==> config.mk <==
export PLATFORM = sky130hd
export DESIGN_NAME = mux_scan_ctrl_flat
export DESIGN_NICKNAME = d
export VERILOG_FILES = /design/src/rtl/mux_scan_ctrl_if.sv /design/src/rtl/mux_scan_ctrl.sv /design/src/flat_wrapper.sv
export SDC_FILE = /design/constraint.sdc
export NUM_CORES = 1
export LEC_CHECK = 0
export CAP_MARGIN = 40
export CORE_ASPECT_RATIO = 0.8
export CORE_MARGIN = 8
export CORE_UTILIZATION = 52
export DETAILED_ROUTE_END_ITERATION = 6
export GPL_ROUTABILITY_DRIVEN = 0
export PLACE_DENSITY = 0.87
export RECOVER_POWER = 50
export REMOVE_ABC_BUFFERS = 1
export SYNTH_ARGS = -nofsm -noshare
export SYNTH_HDL_FRONTEND = slang
export SYNTH_SLANG_ARGS = --single-unit
==> constraint.sdc <==
create_clock -name mux_scan_ctrl_port_clk -period 4.8 [get_ports mux_scan_ctrl_port_clk]
set_input_delay 0.72 -clock mux_scan_ctrl_port_clk [delete_from_list [all_inputs] [get_ports mux_scan_ctrl_port_clk]]
set_output_delay 0.72 -clock mux_scan_ctrl_port_clk [all_outputs]
set_load 0.005 [all_outputs]
==> src/rtl/mux_scan_ctrl_if.sv <==
// Select/data/handshake bundle between the scan sequencer, the N:1 mux and the word consumer.
// slave = sequencer side; master = environment (mux model plus downstream consumer).
interface mux_scan_ctrl_if #(
    parameter int SIZE = 32
);
    localparam int SW = $clog2(SIZE);
    localparam int CW = SW + 1;

    logic            mux_scan_ctrl_port_start;
    logic [SW-1:0]   mux_scan_ctrl_port_first;
    logic [CW-1:0]   mux_scan_ctrl_port_count;
    logic [SW-1:0]   mux_scan_ctrl_port_sel;
    logic            mux_scan_ctrl_port_bit;
    logic            mux_scan_ctrl_port_busy;
    logic [SIZE-1:0] mux_scan_ctrl_port_data;
    logic            mux_scan_ctrl_port_valid;
    logic            mux_scan_ctrl_port_ready;
    logic            mux_scan_ctrl_port_err;

    modport slave (
        input  mux_scan_ctrl_port_start,
        input  mux_scan_ctrl_port_first,
        input  mux_scan_ctrl_port_count,
        input  mux_scan_ctrl_port_bit,
        input  mux_scan_ctrl_port_ready,
        output mux_scan_ctrl_port_sel,
        output mux_scan_ctrl_port_busy,
        output mux_scan_ctrl_port_data,
        output mux_scan_ctrl_port_valid,
        output mux_scan_ctrl_port_err
    );

    modport master (
        output mux_scan_ctrl_port_start,
        output mux_scan_ctrl_port_first,
        output mux_scan_ctrl_port_count,
        output mux_scan_ctrl_port_bit,
        output mux_scan_ctrl_port_ready,
        input  mux_scan_ctrl_port_sel,
        input  mux_scan_ctrl_port_busy,
        input  mux_scan_ctrl_port_data,
        input  mux_scan_ctrl_port_valid,
        input  mux_scan_ctrl_port_err
    );
endinterface

==> src/rtl/mux_scan_ctrl.sv <==
// Steps an N:1 mux select through a window of indices, one captured bit per cycle,
// and hands the assembled word downstream on valid/ready.
//
// state | meaning
// IDLE  | waiting for a start request
// SCAN  | sel driven, one mux bit captured per cycle into data[step]
// HOLD  | word complete, valid high until the consumer takes it
module mux_scan_ctrl #(
    parameter int SIZE = 32
) (
    input logic            mux_scan_ctrl_port_clk,
    input logic            mux_scan_ctrl_port_rst,
    mux_scan_ctrl_if.slave bus
);
    localparam int SW = $clog2(SIZE);
    localparam int CW = SW + 1;

    typedef enum logic [1:0] {IDLE, SCAN, HOLD} state_t;

    state_t          state;
    logic [CW-1:0]   step;
    logic [CW-1:0]   count_q;
    logic [SW-1:0]   sel_q;
    logic [SIZE-1:0] data_q;
    logic            busy_q;
    logic            valid_q;
    logic            err_q;

    logic start_legal;
    logic accepting;
    logic launch;
    logic reject;
    logic last_step;
    logic [SIZE-1:0] bit_mask;

    assign start_legal = (int'(bus.mux_scan_ctrl_port_count) >= 1)
                       && (int'(bus.mux_scan_ctrl_port_count) <= SIZE)
                       && (int'(bus.mux_scan_ctrl_port_first) < SIZE);
    assign accepting   = (state == IDLE) || ((state == HOLD) && bus.mux_scan_ctrl_port_ready);
    assign launch      = accepting && bus.mux_scan_ctrl_port_start && start_legal;
    assign reject      = accepting && bus.mux_scan_ctrl_port_start && !start_legal;
    assign last_step   = (step == count_q - 1'b1);
    // data is cleared at launch, so OR-ing in the current sample places it at position step
    assign bit_mask    = {{(SIZE-1){1'b0}}, bus.mux_scan_ctrl_port_bit} << step;

    always_ff @(posedge mux_scan_ctrl_port_clk) begin
        if (mux_scan_ctrl_port_rst) begin
            state   <= IDLE;
            step    <= '0;
            count_q <= '0;
            sel_q   <= '0;
            data_q  <= '0;
            busy_q  <= 1'b0;
            valid_q <= 1'b0;
            err_q   <= 1'b0;
        end else begin
            err_q <= reject;
            if (launch) begin
                sel_q   <= bus.mux_scan_ctrl_port_first;
                step    <= '0;
                count_q <= bus.mux_scan_ctrl_port_count;
                data_q  <= '0;
                busy_q  <= 1'b1;
                valid_q <= 1'b0;
                state   <= SCAN;
            end else begin
                case (state)
                    SCAN: begin
                        data_q <= data_q | bit_mask;
                        if (last_step) begin
                            busy_q  <= 1'b0;
                            valid_q <= 1'b1;
                            state   <= HOLD;
                        end else begin
                            step  <= step + 1'b1;
                            sel_q <= (sel_q == SW'(SIZE - 1)) ? '0 : sel_q + 1'b1;
                        end
                    end
                    HOLD: begin
                        if (bus.mux_scan_ctrl_port_ready) begin
                            valid_q <= 1'b0;
                            state   <= IDLE;
                        end
                    end
                    IDLE: ;
                    default: state <= IDLE;
                endcase
            end
        end
    end

    assign bus.mux_scan_ctrl_port_sel   = sel_q;
    assign bus.mux_scan_ctrl_port_data  = data_q;
    assign bus.mux_scan_ctrl_port_busy  = busy_q;
    assign bus.mux_scan_ctrl_port_valid = valid_q;
    assign bus.mux_scan_ctrl_port_err   = err_q;
endmodule

==> src/flat_wrapper.sv <==
// flat-port wrapper written by rule: the top's interface ports become plain ports
module mux_scan_ctrl_flat 
#(
    parameter int SIZE = 32
)
  (mux_scan_ctrl_port_clk, mux_scan_ctrl_port_rst, bus_mux_scan_ctrl_port_start, bus_mux_scan_ctrl_port_first, bus_mux_scan_ctrl_port_count, bus_mux_scan_ctrl_port_bit, bus_mux_scan_ctrl_port_ready, bus_mux_scan_ctrl_port_sel, bus_mux_scan_ctrl_port_busy, bus_mux_scan_ctrl_port_data, bus_mux_scan_ctrl_port_valid, bus_mux_scan_ctrl_port_err);
  mux_scan_ctrl_if #(.SIZE(SIZE)) bus_i ();
  input logic mux_scan_ctrl_port_clk;
  input logic mux_scan_ctrl_port_rst;
  input wire logic [$bits(bus_i.mux_scan_ctrl_port_start)-1:0] bus_mux_scan_ctrl_port_start;
  input wire logic [$bits(bus_i.mux_scan_ctrl_port_first)-1:0] bus_mux_scan_ctrl_port_first;
  input wire logic [$bits(bus_i.mux_scan_ctrl_port_count)-1:0] bus_mux_scan_ctrl_port_count;
  input wire logic [$bits(bus_i.mux_scan_ctrl_port_bit)-1:0] bus_mux_scan_ctrl_port_bit;
  input wire logic [$bits(bus_i.mux_scan_ctrl_port_ready)-1:0] bus_mux_scan_ctrl_port_ready;
  output wire logic [$bits(bus_i.mux_scan_ctrl_port_sel)-1:0] bus_mux_scan_ctrl_port_sel;
  output wire logic [$bits(bus_i.mux_scan_ctrl_port_busy)-1:0] bus_mux_scan_ctrl_port_busy;
  output wire logic [$bits(bus_i.mux_scan_ctrl_port_data)-1:0] bus_mux_scan_ctrl_port_data;
  output wire logic [$bits(bus_i.mux_scan_ctrl_port_valid)-1:0] bus_mux_scan_ctrl_port_valid;
  output wire logic [$bits(bus_i.mux_scan_ctrl_port_err)-1:0] bus_mux_scan_ctrl_port_err;
  assign bus_i.mux_scan_ctrl_port_start = bus_mux_scan_ctrl_port_start;
  assign bus_i.mux_scan_ctrl_port_first = bus_mux_scan_ctrl_port_first;
  assign bus_i.mux_scan_ctrl_port_count = bus_mux_scan_ctrl_port_count;
  assign bus_i.mux_scan_ctrl_port_bit = bus_mux_scan_ctrl_port_bit;
  assign bus_i.mux_scan_ctrl_port_ready = bus_mux_scan_ctrl_port_ready;
  assign bus_mux_scan_ctrl_port_sel = bus_i.mux_scan_ctrl_port_sel;
  assign bus_mux_scan_ctrl_port_busy = bus_i.mux_scan_ctrl_port_busy;
  assign bus_mux_scan_ctrl_port_data = bus_i.mux_scan_ctrl_port_data;
  assign bus_mux_scan_ctrl_port_valid = bus_i.mux_scan_ctrl_port_valid;
  assign bus_mux_scan_ctrl_port_err = bus_i.mux_scan_ctrl_port_err;
  mux_scan_ctrl #(.SIZE(SIZE)) u_core (.mux_scan_ctrl_port_clk(mux_scan_ctrl_port_clk), .mux_scan_ctrl_port_rst(mux_scan_ctrl_port_rst), .bus(bus_i));
endmodule
==> results.md <==
• complete, no violations — status
• 16.8% — Total GRT Usage
• 3040 ps — final period demand of the worst path
• 360 — final-layout fill cell count
• 27.4% — met2 GRT Util
• 0.00279 mm² — area post-placement
• reg -> reg — Hold Crit Class
• 4990 ps — Crit path required time
• flop — nature of the critical path endpoint
• 4.97% — met3 global-route usage
• 53.7% — Initial Utilization
• 0 — antenna diode count
• 54 — number of sinks handled by clock tree synthesis
• 201 µV — maximum ir drop on the vdd rail
• 55 — IO Port Bufs
• 5 — CTS Buf Count
• sky130_fd_sc_hd__dfxtp_1 — commonest non-fill, non-tap cell in the layout
• 74.6 µm — Vert. Die Dim
• 1909 — detailed-route via count
• 5.33 mm — final routed wirelength across all metal layers
• in -> reg — class of the most critical setup path
• 0 — fin. max-slew vios
• 63.3% — period utilisation layout
• 8.56 mm — first-pass GRT wire length
• 14.9 µm — per-cell routed wire length
• 0.00665 mm² — die area
• 0.00415 mm² — core outline area
• 3230 ps — Data arrival, critical path
• 4.64% — share of final-layout standard cells stronger than drive strength 1
• 8.94 ps — setup clock skew after layout
• 0.00223 mm² — area of the mapped netlist
• 0.329 GHz — maximum clock frequency
• met2 — most crowded layer after global routing
• 40 — largest net degree at the start of global routing
• 0.00289 mm² — post-layout instance area
• 0 — final setup vio count
• 1.18 nW — Leakage
• 5.32 — via/cell ratio
• 21 — number of rows created at floorplan
• sky130_fd_sc_hd__clkbuf_8 — Root Driver
• 250 — Post-Syn Instances
• 294 mW/mm² — P per Cell Area
• 0.851 mW — overall power after layout
• 3.99 mm — post-detail-place hpwl
• 321 — final layout net count
• 29.7% — Area Growth Syn to Fin
• 310 ps — clock latency reported for the late side of the worst-skew pair
• 48.5% — sequential fraction of the synthesis area
• 0 — count of nets left with antenna violations after detail routing
• 100 ps — Clock Pin Slew Worst Setup and Hold Paths
• 4 — number of iterations in the first detailed-routing pass
• 0 — number of resized instances in the post-cts repair step
• no — RSZ-0062 raised after global routing
• 0 — antenna violations before repair
• 44.1% — worst slew margin relative to its limit
• 0 — Final Hold Viols
• 20.7% — global-route track usage on met1
• 0 — hold buffer count at cts
• 0 — total congestion overflow after global routing
• 838 ps — Worst Max-Slew Pin Slew
• yes — clock tree from TritonCTS
• 0 — Remaining DRCs
• 0 ps — Total Negative Setup Slacks
• 54 — flip-flop and latch count after synthesis
• 0 — Synthesis Warnings
• 1798 — via count of the first global-routing pass
• 0 — buffer count from post-CTS setup fixing
• 41 — number of distinct library cells after synthesis
• 18 — CP Max Fanout
• 2 — Max Root-Sink Buffers
• input port — startpoint types
• 197 — first-iteration detailed-routing DRC count
• 8.92 µm² — average footprint of a synthesized cell
• 54 x sky130_fd_sc_hd__dfxtp_1, 51 x sky130_fd_sc_hd__nor2_1, 42 x sky130_fd_sc_hd__a21oi_1, 41 x sky130_fd_sc_hd__dlygate4sd3_1, 14 x sky130_fd_sc_hd__clkdlybuf4s50_1 — top library cells by usage in the layout, fill and taps aside
• 2 — Clock H-tree levels
• 89.2 µm — width of the chip
• 56 — IO Pins
• 0 — maximum capacitance violations
• 69.7% — Core Util, Final
[cells by family after synthesis]
| family | Yosys count | synth area share (%) |
|---|---|---|
| buffers and inverters | 17 | 4.04 |
| xor gates and xnor gates | 12 | 4.71 |
| muxes | 7 | 3.14 |
| DFF | 54 | 48.5 |
| and+or+nand+nor | 98 | 22.3 |
| adders and majority gates | 4 | 2.24 |
| AOI/OAI and AO/OA | 58 | 15.0 |
[state kept, by name, indices dropped and copies added (netlist names)]
| register | cells |
|---|---|
| u_core.bus.mux_scan_ctrl_port_data | 32 |
| u_core.bus.mux_scan_ctrl_port_valid | 1 |
| u_core.bus.mux_scan_ctrl_port_err | 1 |
| u_core.step | 6 |
| u_core.bus.mux_scan_ctrl_port_busy | 1 |
| u_core.bus.mux_scan_ctrl_port_sel | 5 |
| u_core.state | 2 |
| u_core.count_q | 6 |
[cell usage after synthesis (all sizes together)]
cell type | n | area (µm²)
a21oi | 43 | 219
nor3 | 2 | 15.0
or2 | 1 | 8.76
or3b | 1 | 8.76
a211oi | 3 | 22.5
and4bb | 1 | 12.5
nor3b | 1 | 7.51
xor2 | 5 | 43.8
o21ai | 3 | 15.0
nor2b | 4 | 25.0
clkbuf | 3 | 11.3
ha | 4 | 50.1
xnor2 | 7 | 61.3
nand4 | 1 | 6.26
a31oi | 1 | 6.26
and3 | 5 | 31.3
nor4b | 1 | 8.76
a22oi | 2 | 15.0
a21o | 1 | 7.51
nand3b | 7 | 52.6
and3b | 2 | 17.5
dfxtp | 54 | 1080
a32oi | 2 | 17.5
o21bai | 1 | 7.51
or3 | 4 | 25.0
a2111oi | 1 | 10.0
or4 | 1 | 7.51
nand2 | 6 | 22.5
inv | 5 | 18.8
buf | 9 | 60.1
and2 | 1 | 6.26
nand3 | 4 | 20.0
mux2i | 7 | 70.1
a311oi | 1 | 15.0
nand2b | 4 | 25.0
nor2 | 52 | 198
[metal layers]
| metal | wire [µm] | up-vias |
|---|---|---|
| met3 | 301 | 4 |
| met5 | 0 | - |
| met1 | 2370 | 882 |
| met2 | 2600 | 60 |
| met4 | 52 | 0 |
| li1 | - | 963 |
[report_power, final]
group	internal (mW)	switching, mW	leakage (nW)
registers	0.456	0.0101	0.437
logic	0.0393	0.0423	0.690
clock network	0.155	0.148	0.0504
total	0.651	0.201	1.18
[metrics by stage]
| step | hold slack [ps] | std cells | worst slack, ps |
|---|---|---|---|
| 6_report | 467 | 359 | 1760 |
| 2_1_floorplan | 453 | 238 | 2170 |
| 3_3_place_gp | 445 | 351 | 1930 |
| 5_1_grt | 495 | 359 | 1550 |
| 4_1_cts | 475 | 359 | 2190 |
| 3_5_place_dp | 454 | 351 | 1860 |
[path summary, 6_finish.rpt]
kind,startpoint,endpoint,slack (ps),cells after the start
setup / recovery,bus_mux_scan_ctrl_port_count[1],u_core.count_q[4]$_SDFFE_PP0P_,1760,8
hold / removal,u_core.bus.mux_scan_ctrl_port_valid$_SDFFE_PP0P_,u_core.bus.mux_scan_ctrl_port_valid$_SDFFE_PP0P_,470,2
setup reg to reg,u_core.count_q[0]$_SDFFE_PP0P_,u_core.bus.mux_scan_ctrl_port_sel[0]$_SDFFE_PP0P_,2360,7
hold reg to reg,u_core.bus.mux_scan_ctrl_port_valid$_SDFFE_PP0P_,u_core.bus.mux_scan_ctrl_port_valid$_SDFFE_PP0P_,470,2
[critical path, stage by stage]
cell,delay (ps)
sky130_fd_sc_hd__dlygate4sd3_1,550
sky130_fd_sc_hd__or4_1,530
sky130_fd_sc_hd__o21ai_0,230
sky130_fd_sc_hd__nand2_1,100
sky130_fd_sc_hd__nor2_2,120
sky130_fd_sc_hd__clkbuf_1,650
sky130_fd_sc_hd__mux2i_1,280
sky130_fd_sc_hd__nor2_1,50
[cell type report]
class	instances	area, µm²	share of cell area, %
Sequential cell	54	1080	37.4
Clock inverter	3	45.0	1.56
Tap cell	57	71.3	2.47
Multi-Input combinational cell	179	1050	36.4
Inverter	5	18.8	0.649
Timing Repair Buffer	56	554	19.2
Clock buffer	5	68.8	2.38
No activity file was read; power rests on OpenSTA's default activity.
